**config.mk**
```make
export PLATFORM = sky130hd
export DESIGN_NAME = mem_arbiter
export DESIGN_NICKNAME = d
export VERILOG_FILES = /design/src/rtl/mem_arbiter_pkg.sv /design/src/rtl/prio_arbiter.sv /design/src/rtl/mem_arbiter.sv
export SDC_FILE = /design/constraint.sdc
export NUM_CORES = 1
export LEC_CHECK = 0
export BUFFER_PORTS_ARGS = -buffer_cell sky130_fd_sc_hd__buf_2
export CORE_ASPECT_RATIO = 0.7
export CORE_UTILIZATION = 49
export CTS_CLUSTER_DIAMETER = 80
export DETAILED_ROUTE_END_ITERATION = 12
export PLACE_DENSITY = 0.79
export REMOVE_ABC_BUFFERS = 1
export SKIP_LAST_GASP = 1
export SYNTH_ARGS = -nofsm -noshare
export SYNTH_HDL_FRONTEND = slang
export SYNTH_SLANG_ARGS = --single-unit
export TNS_END_PERCENT = 20
```
**constraint.sdc**
```tcl
create_clock -name clk -period 4 [get_ports clk]
set_input_delay 0.2 -clock clk [delete_from_list [all_inputs] [get_ports clk]]
set_output_delay 0.2 -clock clk [all_outputs]
set_load 0.05 [all_outputs]
```
**src/rtl/mem_arbiter_pkg.sv**
```systemverilog
// Shared definitions for the memory arbiter: FSM encoding, IO region decode
// and transfer-size clamping.
package mem_arbiter_pkg;

   typedef enum logic [1:0] {
      ST_IDLE,
      ST_READ,
      ST_WRITE,
      ST_DONE
   } arb_state_t;

   localparam logic [1:0] IO_REGION = 2'b11;

   function automatic logic is_io(input logic [31:0] a);
      return a[17:16] == IO_REGION;
   endfunction

   // Limits a requested log2 byte count to what one line can hold.
   function automatic logic [2:0] clamp_size(input logic [2:0] size, input logic [2:0] max_log2);
      return (size > max_log2) ? max_log2 : size;
   endfunction

endpackage

```
**src/rtl/prio_arbiter.sv**
```systemverilog
// Fixed-priority one-hot grant; the lowest-index active request wins.
module prio_arbiter #(
   parameter int NPORT = 2
) (
   input  logic [NPORT-1:0] req,
   output logic [NPORT-1:0] gnt
);

   logic found;

   always_comb begin
      gnt   = '0;
      found = 1'b0;
      for (int p = 0; p < NPORT; p++) begin
         if (req[p] && !found) begin
            gnt[p] = 1'b1;
            found  = 1'b1;
         end
      end
   end

endmodule

```
**src/rtl/mem_arbiter.sv**
```systemverilog
// Multi-port byte-serial memory arbiter: grants one requester at a time and
// walks its read or write across a byte-wide RAM / IO port.
//
// state    | meaning
// ---------+-----------------------------------------------------------
// ST_IDLE  | bus quiet, waiting for an eligible request
// ST_READ  | issuing addresses and capturing mem_din one cycle later
// ST_WRITE | driving one byte per cycle, stalled by a full IO buffer
// ST_DONE  | one-cycle done pulse (rdata valid for reads)
module mem_arbiter
   import mem_arbiter_pkg::*;
#(
   parameter int NPORT      = 2,
   parameter int LINE_BYTES = 4
) (
   input  logic                            clk,
   input  logic                            rst,
   input  logic                            rdy,
   input  logic [NPORT-1:0]                req,
   input  logic [NPORT-1:0]                we,
   input  logic [32*NPORT-1:0]             addr,
   input  logic [3*NPORT-1:0]              size,
   input  logic [8*LINE_BYTES*NPORT-1:0]   wdata,
   input  logic                            flush,
   input  logic [NPORT-1:0]                flush_mask,
   output logic [NPORT-1:0]                done,
   output logic [8*LINE_BYTES-1:0]         rdata,
   input  logic                            io_buffer_full,
   input  logic [7:0]                      mem_din,
   output logic [7:0]                      mem_dout,
   output logic [31:0]                     mem_a,
   output logic                            mem_wr
);

   localparam int MAXLOG = $clog2(LINE_BYTES);
   localparam int CW     = MAXLOG + 1;
   localparam int PW     = (NPORT > 1) ? $clog2(NPORT) : 1;
   localparam int LW     = 8 * LINE_BYTES;

   arb_state_t          state;
   logic [NPORT-1:0]    port_q;
   logic [31:0]         base_q;
   logic [CW-1:0]       len_q;
   logic [CW-1:0]       cnt;
   logic [LW-1:0]       wdata_q;
   logic [LW-1:0]       rbuf;
   logic [LW-1:0]       rbuf_nxt;
   logic [LW-1:0]       rdata_q;
   logic [NPORT-1:0]    done_q;

   logic [NPORT-1:0]    elig;
   logic [NPORT-1:0]    gnt;
   logic [PW-1:0]       gidx;
   logic                sel_we;
   logic [31:0]         sel_addr;
   logic [2:0]          sel_size;
   logic [LW-1:0]       sel_wdata;
   logic [CW-1:0]       sel_len;
   logic [31:0]         cur_addr;
   logic                wr_ok;
   logic                flush_hit;

   assign elig = req & ~({NPORT{flush}} & flush_mask);

   prio_arbiter #(.NPORT(NPORT)) u_prio (
      .req (elig),
      .gnt (gnt)
   );

   always_comb begin
      gidx = '0;
      for (int p = 0; p < NPORT; p++) begin
         if (gnt[p]) gidx = PW'(p);
      end
   end

   assign sel_we    = we[gidx];
   assign sel_addr  = addr[32*gidx +: 32];
   assign sel_size  = size[3*gidx +: 3];
   assign sel_wdata = wdata[LW*gidx +: LW];
   assign sel_len   = CW'(1) << clamp_size(sel_size, 3'(MAXLOG));

   assign cur_addr  = base_q + 32'(cnt);
   assign wr_ok     = (state == ST_WRITE) && rdy && !(is_io(cur_addr) && io_buffer_full);
   assign flush_hit = flush && |(flush_mask & port_q);

   // Byte cnt-1 arrives on mem_din this cycle (address was driven last cycle).
   always_comb begin
      rbuf_nxt = rbuf;
      if (cnt != '0) rbuf_nxt[8*(cnt - CW'(1)) +: 8] = mem_din;
   end

   // While frozen mid-read, keep presenting the address whose data is still
   // owed, so mem_din is correct again in the first cycle rdy returns.
   always_comb begin
      mem_a    = '0;
      mem_dout = '0;
      mem_wr   = 1'b0;
      unique case (state)
         ST_READ: begin
            if (!rdy && cnt != '0) mem_a = cur_addr - 32'd1;
            else if (cnt < len_q)  mem_a = cur_addr;
         end
         ST_WRITE: begin
            mem_a    = cur_addr;
            mem_dout = wdata_q[8*cnt +: 8];
            mem_wr   = wr_ok;
         end
         default: ;
      endcase
   end

   assign done  = done_q & {NPORT{rdy}};
   assign rdata = rdata_q;

   always_ff @(posedge clk) begin
      if (rst) begin
         state   <= ST_IDLE;
         port_q  <= '0;
         base_q  <= '0;
         len_q   <= '0;
         cnt     <= '0;
         wdata_q <= '0;
         rbuf    <= '0;
         rdata_q <= '0;
         done_q  <= '0;
      end else if (rdy) begin
         done_q <= '0;
         unique case (state)
            ST_IDLE: begin
               rdata_q <= '0;
               if (|gnt) begin
                  port_q  <= gnt;
                  base_q  <= sel_addr;
                  len_q   <= sel_len;
                  wdata_q <= sel_wdata;
                  rbuf    <= '0;
                  cnt     <= '0;
                  state   <= sel_we ? ST_WRITE : ST_READ;
               end
            end
            ST_READ: begin
               if (flush_hit) begin
                  cnt   <= '0;
                  state <= ST_IDLE;
               end else begin
                  if (cnt != '0) rbuf <= rbuf_nxt;
                  if (cnt == len_q) begin
                     rdata_q <= rbuf_nxt;
                     done_q  <= port_q;
                     cnt     <= '0;
                     state   <= ST_DONE;
                  end else begin
                     cnt <= cnt + CW'(1);
                  end
               end
            end
            ST_WRITE: begin
               if (wr_ok) begin
                  if (cnt == len_q - CW'(1)) begin
                     done_q <= port_q;
                     cnt    <= '0;
                     state  <= ST_DONE;
                  end else begin
                     cnt <= cnt + CW'(1);
                  end
               end
            end
            ST_DONE: begin
               rdata_q <= '0;
               state   <= ST_IDLE;
            end
            default: state <= ST_IDLE;
         endcase
      end
   end

endmodule

```
* Yosys cells after proc, flatten, opt, wreduce, memory -nomap -nowiden
Index checks and enable logic that the tools add are counted.
Storage, ports and cells: output and inout bits 75, bits in registers 140, input bits 153
Cells by class: $lt $le $gt $ge 3, shift operators 7, reduce and logical (&&, ||, !) cells 22, bitwise logic cells 5, add/subtract/negate cells 6, $mul 1, equality and inequality tests 13, muxes and demuxes 38
Operator list (number):
- two-way mux 32 bit | 8
- case mux 32 bit (2 select lines) | 3
- indexed part select 64 x 7 -> 32 bit | 2
- negator 32 -> 34 bit | 1
- variable shift 8 x 34 -> 32 bit, first input constant | 1
- indexed part select 8 x 34 -> 32 bit | 1
- adder 32 x 3 -> 32 bit | 1
- bitwise mux 32 bit | 1
- indexed part select 32 x 7 -> 8 bit | 1
- subtractor 32 x 1 -> 32 bit, second input constant | 1
- two-way mux 2 bit | 10
- two-way mux 3 bit | 6
- inequality test 2 bit, second input constant | 5
- AND reduction 5 bit | 2
- case mux 3 bit (3 select lines) | 1
- AND 2 bit | 4
- two-way mux 8 bit | 1
- case mux 2 bit (4 select lines) | 1
- AND reduction 4 bit | 2
- equality test 2 bit, second input constant | 3
- equality test 3 bit | 2
- logical AND 1 bit | 6
- two-way mux 1 bit | 6
- nonzero test 3 bit | 2
- 19 further kinds | 24

* Longest topological paths before layout
word-level depth 13, depth in mapped cells 17

* Modules after synthesis
A second synthesis with hierarchy kept.
Second synthesis, totals: cell total of the unflattened synthesis 1149, area, all modules 9431.5 µm²
Modules (own cells, without submodules):
- mem_arbiter | area an instance 9410.3 µm², instances 1, cells each 1147
- prio_arbiter | area an instance 21.3 µm², instances 1, cells each 2

* Worst setup path before layout
Ideal clock, no wire load.
path type register to output, from register cnt[0], to output mem_a[30], cell stages (with the launch flop) 11, setup slack -258 ps, arrival time 4058 ps, cell sequence dfxtp_1 > ha_1 > fa_1 > a21oi_4 > nor2_1 > or4_1 > a2111o_1 > or4b_1 > nor4_4 > nand3_1 > a21oi_1
Between the ends: longest elaborated chain between the ends 4, elaborated cells between the ends (all ways) 8
RTL lines:
- from (decl) | RTL line mem_arbiter.sv:44 | logic [CW-1:0] cnt;
- from (signal assigned) | RTL line mem_arbiter.sv:154 | cnt <= cnt + CW'(1);
- from (signal assigned) | RTL line mem_arbiter.sv:165 | cnt <= cnt + CW'(1);
- adder 32 x 3 -> 32 bit, or another cell as far along | RTL line mem_arbiter.sv:83 | assign cur_addr = base_q + 32'(cnt);
- subtractor 32 x 1 -> 32 bit, or another cell as far along | RTL line mem_arbiter.sv:101 | if (!rdy && cnt != '0) mem_a = cur_addr - 32'd1;
- two-way mux 32 bit | RTL line mem_arbiter.sv:101
- case mux 32 bit (2 select lines) (*) | RTL line mem_arbiter.sv:99 | unique case (state)
- to (decl) | RTL line mem_arbiter.sv:31 | output logic [31:0] mem_a,
Every way passes the cells marked *; elsewhere a longest branch is shown, timed or not.

* Final worst setup path
from register base_q[1], to output mem_a[28]
Between the ends: longest elaborated chain between the ends 4, elaborated cells between the ends (all ways) 5
RTL lines:
- from (decl) | RTL line mem_arbiter.sv:42 | logic [31:0] base_q;
- from (signal assigned) | RTL line mem_arbiter.sv:134 | base_q <= sel_addr;
- adder 32 x 3 -> 32 bit (*) | RTL line mem_arbiter.sv:83
- subtractor 32 x 1 -> 32 bit / two-way mux 32 bit (equally long branches) | RTL line mem_arbiter.sv:101, mem_arbiter.sv:102
- two-way mux 32 bit | RTL line mem_arbiter.sv:101
- case mux 32 bit (2 select lines) (*) | RTL line mem_arbiter.sv:99
Marks and branches as above.

==> results by group <==
STA
  • Tmin final: a little over 4000 ps
  • Slew @ Worst Pin: approximately 1100 ps
  • Period utilisation layout: 1.02
  • Fmax: about 240 MHz
  • Setup violators final: 9
  • RSZ-0062 raised after global routing: true
  • Pins Over Slew Limit: 0
  • Final Hold Fails: 0
  • Min setup slack post-route: -91.8 ps
  • WHS: around 100 ps
  • Max_slew headroom: 0.280
  • Layout Skew: 10.6 ps
  • Setup TNS: -536 ps

Placement
  • # port buffers: approximately 230
  • Post-Place Cell Area: about 11000 sq um
  • Post-place setup slack: 47.6 ps
  • Post-DP HPWL: 19500 um
  • RePlAce Congestion: 0.959

CTS
  • Clk slew on worst S/H paths: 60 ps
  • CTS H-Tree Depth: 4
  • Hold Buf Count CTS: 0
  • CTS tree: built
  • Clock latency on the worst-skew pair: 430 ps
  • Clk root buf: clkbuf_16
  • Deepest clock path buffer count: 2
  • CTS Sinks: 140
  • CTS buffer count: 17

Yosys
  • Post-synth cell types: 76
  • Post-synthesis sequential area ratio: 0.313
  • Async set or reset register ratio after synthesis: 0
  • Top cells by area, synth: dfxtp_1 (31%), mux2i_1 (7.7%), nor2_1 (6.7%)
  • Syn Inst Count: 1111
  • Post-synth EDFFs: 0
  • Synth Warn #: 0
  • Top FF cell, synth: dfxtp_1
  • Synth Cell Area: 8950 sq um
  • Mean post-synth cell area: 8.06 sq um
  • Post-synthesis sequential element count: 140
  • Area share of the largest cell type after synthesis: 0.313
  • Cell accounting for the most synthesized area: dfxtp_1

Drt
  • Vias: 9144
  • First-pass iteration count of the detailed router: 5
  • Via density: 5.79
  • Detailed Route WL: 26900 um
  • WL/cell: 17.0 um
  • DR DRC count: 0
  • Routed Antenna Nets: 0
  • DRT iter0 DRCs: between 700 and 800

Die
  • FP Rows: 40
  • Die height: approximately 120 um
  • IO Count: 228
  • Die ar.: 18800 sq um
  • Core area: ~18000 sq um
  • Die W: around 160 um
  • Starting Density: 0.511

Power and ir drop
  • Leak Pwr: 4.70 nW
  • Worst vdd ir: 0.300 mV
  • Power Total: 4.25 mW
  • P per Cell Area: 373 nW/um^2

Setup path
  • Setup CP Type: flip-flop to output port
  • R2r endpoint: rdata[29]
  • CP endpoint kind: output port
  • Reg2reg path depth: 13
  • Reg2reg setup slack: 330 ps
  • Startpoint Class: flip-flop
  • Max FO, Critical Path: 4
  • Critical Path RT: between 3000 and 4000 ps
  • Crit path DAT: 3890 ps
  • Reg-to-Reg Start: cnt[0]

Global routing
  • First-pass GRT wire length: 41800 um
  • Gr busiest metal: met2
  • Met3 usage: 0.0617
  • Overall global routing resource usage: 0.281
  • Initial antenna violation count: 0
  • Met1 Track Usage GR: 0.393
  • Total grt overflow: 0
  • Met2 usage: 0.435
  • Vias in the first global route: 8237
  • Largest net degree at the start of global routing: 71

Final layout
  • P&R area growth vs syn: 27.4%
  • Layout cells sized above 1: 0.291
  • Most common cell after layout, fill and taps aside: buf_2
  • ANT cells: 0
  • Most frequent cells in the layout: buf_2 (218), nor2_1 (156), dfxtp_1 (136)
  • Nets: 1514
  • Layout fillers: 1509
  • Final instance area: 11400 sq um

Status
  • Status: complete, but fails checks
  • Failing checks: setup timing

Min path
  • Worst Hold Depth: 3
  • Hold path endpoint: wdata_q[27]
  • Worst hold path type: primary input to flip-flop
  • Worst Min Path Start: wdata[27]

Flow run
  • # Max-Cap Violations: 0
layer usage:
metal  vias to the layer above  routed length, um  share of wire
met4                         0                332          0.012
met2                       392              12000           0.45
met3                        27               2060          0.077
met5                         -                  0              0
met1                      4236              12500           0.47
li1                       4489                  -              -
power breakdown:
group	internal [mW]	leakage (nW)	switching, mW
registers	1.48	1.14	0.0909
logic	0.412	3.27	0.625
clock network	0.966	0.290	0.674
synthesized netlist by cell type (4+ instances only):
master / n
a21boi_0: 8
a211o_1: 6
a31oi_1: 8
clkbuf_1: 59
nor2_1: 159
a21o_1: 7
a211oi_1: 65
or4_1: 7
a22o_1: 4
nor4b_1: 4
o21ai_0: 43
xor2_1: 14
nand4_1: 9
nand2b_1: 4
nor4_1: 10
o21a_1: 6
mux2_2: 11
nor2b_1: 17
or3_1: 4
nand2_1: 102
and3_1: 10
nor3_1: 21
buf_1: 13
mux2i_1: 69
xnor2_1: 29
and2_1: 7
and4_1: 8
a22oi_1: 49
mux4_2: 8
dfxtp_1: 140
a21oi_1: 38
o22ai_1: 5
ha_1: 24
nand3_1: 44
buf_2: 5
inv_1: 31
worst max-delay path by stage:
| stage | from | slack (ps) | endpoint | cells past startpoint |
|---|---|---|---|---|
| 4_1_cts | base_q[5] | -80 | mem_a[27] | 9 |
| 2_1_floorplan | req[1] | -1850 | len_q[0] | 5 |
| 3_5_place_dp | base_q[0] | 50 | mem_a[30] | 11 |
| 3_3_place_gp | base_q[0] | 140 | mem_a[30] | 11 |
| 5_1_grt | base_q[1] | -240 | mem_a[28] | 11 |
| 6_report | base_q[1] | -90 | mem_a[28] | 11 |
layout make-up:
cell class,count,area (sq um),area share
multi-input combinational,861,5930,0.520
sequential,140,2810,0.246
timing repair buffer,285,1650,0.145
clock buffer,19,453,0.0397
tap,231,289,0.0253
clock inverter,13,154,0.0135
inverter,31,116,0.0102
through the flow:
| stage | util | std cells |
|---|---|---|
| final | 0.651 | 1580 |
| after global placement | 0.599 | 1540 |
| after floorplan | - | 1032 |
| after global routing | 0.651 | 1580 |
| after detailed placement | 0.599 | 1540 |
| after CTS | 0.640 | 1577 |
worst max-delay path, stage by stage (launching register included):
cell and delay [ps]:
dfxtp_1 350, ha_1 360, a211o_1 380, a2111oi_2 450, a31oi_2 120, a2111o_1 390
or4b_4 550, nor4_4 310, buf_4 170, a41oi_1 110, nand2_1 110, buf_6 160
sequential cells by signal, indices dropped and copies added, names as in the netlist:
| name | count |
|---|---|
| state | 2 |
| base_q | 32 |
| done_q | 2 |
| wdata_q | 32 |
| len_q | 3 |
| rdata | 32 |
| port_q | 2 |
| rbuf | 32 |
| cnt | 3 |
cell families (layout without fill, tap and decap cells):
logic type      count (synthesis)  count (layout)  share of synthesized area
flops                         140             140                      0.313
mux                            88              88                      0.111
xor+xnor                       43              43                     0.0421
fa+ha+maj                      25              25                     0.0358
simple gates                  432             432                      0.237
buf+inv                       110             348                     0.0471
compound gates                273             273                      0.214
repair_timing:
| action | in CTS | in global routing |
|---|---|---|
| resized for setup | 19 | 41 |
| pin swaps | 7 | 4 |
| buffers inserted | 5 | 3 |
| endpoints found under the hold margin | 0 | 0 |
| setup endpoints to repair | 16 | 30 |
(Power assumes the default switching activity.)
